===== config.mk =====
export PLATFORM = sky130hd
export DESIGN_NAME = mem_array_clr
export DESIGN_NICKNAME = d
export VERILOG_FILES = /design/src/rtl/mem_array_clr.sv
export SDC_FILE = /design/constraint.sdc
export NUM_CORES = 1
export LEC_CHECK = 0
export ABC_AREA = 0
export CAP_MARGIN = 20
export CORE_MARGIN = 5
export CORE_UTILIZATION = 51
export DETAILED_ROUTE_END_ITERATION = 12
export GPL_TIMING_DRIVEN = 0
export MAX_ROUTING_LAYER = met4
export PLACE_DENSITY = 0.73
export SETUP_SLACK_MARGIN = 0.05
export SLEW_MARGIN = 25
export SYNTH_ARGS = -nofsm -noshare
export SYNTH_HDL_FRONTEND = slang
export SYNTH_SLANG_ARGS = --single-unit

===== constraint.sdc =====
create_clock -name clk -period 2.4 [get_ports clk]
set_input_delay 0.36 -clock clk [delete_from_list [all_inputs] [get_ports clk]]
set_output_delay 0.36 -clock clk [all_outputs]
set_load 0.03 [all_outputs]

===== src/rtl/mem_array_clr.sv =====
// ---------------------------------------------------------------------------
// mem_array_clr
//
// Single-clock word memory with byte-lane write enables, a registered read
// port with valid flag, out-of-range detection and a sequenced clear engine
// that zeroes one word per cycle while busy is high.
//
// Parameters:
//   DATA_W  word width in bits (multiple of 8)
//   DEPTH   number of words (>= 2, any value)
//   ADDR_W  derived address width
//
// Ports:
//   clk        clock, rising edge
//   reset      asynchronous active-high reset (clears array and outputs)
//   clear_req  start a clear sweep (sampled in IDLE only)
//   busy       high while the clear sweep runs
//   wr_en      write strobe
//   wr_addr    write word address
//   wr_be      byte-lane write enables
//   wr_data    write data
//   rd_en      read strobe
//   rd_addr    read word address
//   rd_data    registered read data (holds when no read is accepted)
//   rd_valid   rd_data valid this cycle
//   oob_err    one-cycle pulse, access to an address >= DEPTH last cycle
// ---------------------------------------------------------------------------
module mem_array_clr #(
   parameter  int DATA_W = 8,
   parameter  int DEPTH  = 8,
   localparam int ADDR_W = $clog2(DEPTH)
) (
   input  logic                  clk,
   input  logic                  reset,
   input  logic                  clear_req,
   output logic                  busy,
   input  logic                  wr_en,
   input  logic [ADDR_W-1:0]     wr_addr,
   input  logic [DATA_W/8-1:0]   wr_be,
   input  logic [DATA_W-1:0]     wr_data,
   input  logic                  rd_en,
   input  logic [ADDR_W-1:0]     rd_addr,
   output logic [DATA_W-1:0]     rd_data,
   output logic                  rd_valid,
   output logic                  oob_err
);

   localparam int                LANES    = DATA_W / 8;
   localparam logic [ADDR_W:0]   DEPTH_C  = (ADDR_W + 1)'(DEPTH);
   localparam logic [ADDR_W-1:0] LAST_PTR = ADDR_W'(DEPTH - 1);

   typedef enum logic {IDLE, CLEAR} state_t;

   state_t              state_q, state_d;
   logic [ADDR_W-1:0]   ptr_q, ptr_d;
   logic [DATA_W-1:0]   mem [DEPTH];

   logic                wr_in_range, rd_in_range;
   logic                wr_acc, rd_acc, wr_oob, rd_oob;
   logic [DATA_W-1:0]   rd_word_p0;

   logic [DATA_W-1:0]   rd_data_p1;
   logic                vld_p1;
   logic                oob_p1;

   // Replace only the enabled byte lanes of old_word with new_word.
   function automatic logic [DATA_W-1:0] merge_lanes(
      input logic [DATA_W-1:0] old_word,
      input logic [DATA_W-1:0] new_word,
      input logic [LANES-1:0]  be
   );
      logic [DATA_W-1:0] r;
      r = old_word;
      for (int i = 0; i < LANES; i++) begin
         if (be[i]) r[8*i +: 8] = new_word[8*i +: 8];
      end
      return r;
   endfunction

   // Clear sequencer: next state, pointer and busy flag
   always_comb begin
      state_d = state_q;
      ptr_d   = ptr_q;
      busy    = 1'b0;
      case (state_q)
         IDLE: begin
            if (clear_req) begin
               state_d = CLEAR;
               ptr_d   = '0;
            end
         end
         CLEAR: begin
            busy  = 1'b1;
            ptr_d = ptr_q + 1'b1;
            if (ptr_q == LAST_PTR) begin
               state_d = IDLE;
               ptr_d   = '0;
            end
         end
         default: begin
            state_d = IDLE;
            ptr_d   = '0;
         end
      endcase
   end

   // Access qualification: everything is ignored during the sweep
   always_comb begin
      wr_in_range = ({1'b0, wr_addr} < DEPTH_C);
      rd_in_range = ({1'b0, rd_addr} < DEPTH_C);
      wr_acc      = wr_en & ~busy & wr_in_range;
      wr_oob      = wr_en & ~busy & ~wr_in_range;
      rd_acc      = rd_en & ~busy;
      rd_oob      = rd_en & ~busy & ~rd_in_range;
   end

   // Stage p0: read word with same-cycle write forwarded lane by lane;
   // out-of-range reads return zero.
   always_comb begin
      rd_word_p0 = '0;
      if (rd_in_range) begin
         rd_word_p0 = mem[rd_addr];
         if (wr_acc && (wr_addr == rd_addr)) begin
            rd_word_p0 = merge_lanes(rd_word_p0, wr_data, wr_be);
         end
      end
   end

   always_ff @(posedge clk or posedge reset) begin
      if (reset) begin
         for (int k = 0; k < DEPTH; k++) mem[k] <= '0;
      end else if (busy) begin
         mem[ptr_q] <= '0;
      end else if (wr_acc) begin
         mem[wr_addr] <= merge_lanes(mem[wr_addr], wr_data, wr_be);
      end
   end

   // Stage p1: registered read port, error flag and sequencer state
   always_ff @(posedge clk or posedge reset) begin
      if (reset) begin
         state_q    <= IDLE;
         ptr_q      <= '0;
         rd_data_p1 <= '0;
         vld_p1     <= 1'b0;
         oob_p1     <= 1'b0;
      end else begin
         state_q <= state_d;
         ptr_q   <= ptr_d;
         vld_p1  <= rd_acc;
         oob_p1  <= wr_oob | rd_oob;
         if (rd_acc) rd_data_p1 <= rd_word_p0;
      end
   end

   assign rd_data  = rd_data_p1;
   assign rd_valid = vld_p1;
   assign oob_err  = oob_p1;

endmodule


==> metrics.csv <==
metric;value;unit
post-route ant nets;0;
largest net degree at the start of global routing;51;
drt drc;0;
initial cell density of the core;52.2;%
Setup crit start kind;input port;
Site Rows;34;
Mapped Area;4530;sq um
post-synthesis sequential area ratio;42.5;%
fmax;443;MHz
Async SR Flop Fraction;100;%
Post-DP Area;4960;sq um
DRC violation total after the first TritonRoute iteration;447;
RSZ-0062 raised after global routing;no;
syn nets;414;
Pins Over Slew Limit;0;
slowest CP cell;nor3_4;
Final Cell Area;5220;sq um
final worst path period share;94.1;%
Cells after Synth;392;
post-DP HPWL;9620;microns
final WL;14200;microns
Synth warnings;0;
layout net count;453;
FF+latch area;1930;sq um
multi-input logic area;2350;sq um
Clock Path Buffers;2;
Setup crit end;mem[51]$_DFFE_PP0P_;
global route overflow;0;
All-Layer GR Usage;27.6;%
CORE AREA;8680;sq um
number of global-route vias before repair;3797;
chip height;104;microns
# diodes;0;
Root Driver;clkbuf_8;
die width;104;microns
PD cells;1020;nW/um^2
R2R Setup Slk;270;ps
Arr. time, crit path;2550;ps
WS Path Type;input port to flop;
Vias/cell;7.02;
vias;3820;
setup violators final;0;
Post-CTS Repair Setup Buffers;0;
CTS Buf Count;9;
Fillers;702;
global-route wire length before repair;22500;microns
Avg WL per Cell;26.2;microns
Seq cells post-synth;77;
mean post-synth cell area;11.6;sq um
Max H-tree Level;3;
maxcap violations;0;
worst min path class;input port to asynchronous set/reset pin;
R2R cell count;5;
CTS tree;done;
initial antenna violation count;0;
clk_skew;12.4;ps
TNS Setup;0;ps
gpl congestion;0.951;
minimum clock period;2260;ps
Yosys cell types;71;
IO Count;31;
Max VDD drop;0.385;mV
Static Leakage;0.00218;uW
CP Data Required Time;2690;ps
worst setup path startpoint;wr_addr[0];
Max FO, Critical Path;10;
Crit. End Element;flop;
Reg clk slew, reported paths;90;ps
Final Hold Vio Count;0;
Place WS;-349;ps
placed cells;527;
first-pass iteration count of the detailed router;5;
Top FF cell, synth;dfrtp_1;
CP Cell Sequence;clkdlybuf4s50_1, buf_6, buf_2, nand3b_2, nor3_4, a32oi_1, o21ai_0;
status;finished clean;
Worst Setup Slack, final;141;ps
Rel. slew slack;42.5;%
area grow syn2layout;15.2;%
clock sinks;77;
Post-synth EDFFs;0;
layout cell share with drive strength beyond 1;19.7;%
port buffer count;25;
worst r2r src;state_q$_DFF_PP0_;
r2r endpoint;mem[24]$_DFFE_PP0P_;
CP peak stage delay;600;ps
Clock Latency Late Sink;370;ps
Final Non-Filler Cells;544;
Die Area;10900;sq um
Worst-Margin Slew;860;ps
per-stage QoR:
stage               hold slack [ps]  util [%]  total power (uW)
global placement                487      56.6              3990
detailed placement              497      57.1              4070
CTS                             342      60.0              5290
finish                          326      60.1              5330
floorplan                       446         -              3390
global route                    369      60.1              5600
cell usage in the layout, fill, tap and decap left out, drive strengths merged, types with 3 or more instances in the layout:
master          n
nor2           21
o22ai           3
mux2            3
a2111oi         3
xor2            3
nand2          39
a21oi           5
buf            26
o32a            5
mux4           16
a22o           20
dfrtp          77
or3b            4
a32o           25
a32oi           6
nand2b         10
mux2i          22
clkdlybuf4s50  25
o31ai           7
clkbuf         13
inv            15
o21ai          21
nor2b           5
bufinv          3
a221o           8
nand4           3
critical path: cells and delay by family:
| kind | cells | cell delay (ps) |
|---|---|---|
| AO/OA/AOI/OAI | 2 | 310 |
| buffers and inverters | 3 | 960 |
| AND/OR/NAND/NOR | 2 | 910 |
registers in the layout, indices dropped and copies added, names as in the netlist:
signal,flops
state_q,1
rd_valid,1
mem,64
ptr_q,3
rd_data,8
how the worst min path moves through the flow:
stage / to / startpoint / slack [ps]
after floorplan: ptr_q[2]$_DFFE_PP0P_ / clear_req / 450
after global placement: mem[31]$_DFFE_PP0P_ / mem[31]$_DFFE_PP0P_ / 490
after detailed placement: mem[8]$_DFFE_PP0P_ / mem[8]$_DFFE_PP0P_ / 500
after CTS: state_q$_DFF_PP0_ / reset / 340
after global routing: state_q$_DFF_PP0_ / reset / 370
final: state_q$_DFF_PP0_ / reset / 330
report_power, final:
part / internal, uW / leakage [uW] / total [uW] / switching [uW]
logic: 895 / 0.00101 / 1950 / 1050
registers: 1750 / 0.00105 / 2150 / 403
clock network: 698 / 0.000126 / 1230 / 533
total: 3350 / 0.00218 / 5330 / 1990
cell usage after synthesis (5+ instances only):
library cell / count / area share (%)
buf_6: 11 / 2.7
o21ai_0: 17 / 1.9
nor2b_1: 5 / 0.69
a32oi_1: 6 / 1.2
nand2_1: 38 / 3.1
nand2b_1: 10 / 1.4
inv_1: 13 / 1.1
a221o_1: 8 / 1.8
nor2_1: 20 / 1.7
o32a_1: 5 / 1.1
o31ai_1: 6 / 0.99
dfrtp_1: 77 / 43
mux2i_1: 22 / 4.9
mux4_2: 16 / 8.0
buf_2: 6 / 0.66
a32o_1: 25 / 5.5
a22o_1: 20 / 3.9
timing repair:
action | CTS | global route
hold buffers | 0 | 0
endpoints found under the setup margin | 1 | 7
pin swaps | 0 | 0
resized for setup | 1 | 2
final cells by class:
cell class              count  area share, %
multi-input cells         275           45.1
flip-flops and latches     77           36.9
repair buffers             28           5.56
plain buffers              27           4.17
well taps                 108           2.59
clock buffers               9           2.37
clock inverters             7           2.30
inverters                  13          0.983
metal layers:
metal,GRT usage [%],part of all wire (%),vias up
li1,-,-,1619
met5,-,0,-
met4,10.1,3.6,0
met1,37.9,41,1919
met3,7.01,9.9,51
met2,39.6,45,231
cell families after synthesis:
group / after synthesis / share of synthesized area, %
buffers and inverters: 40 / 5.88
DFF: 77 / 42.5
other: 1 / 0.0828
xor gates and xnor gates: 3 / 0.580
and+or+nand+nor: 105 / 12.9
muxes: 41 / 13.6
adders and majority gates: 2 / 0.552
AOI/OAI and AO/OA: 123 / 23.9
Power figures use the tool's default switching activity.
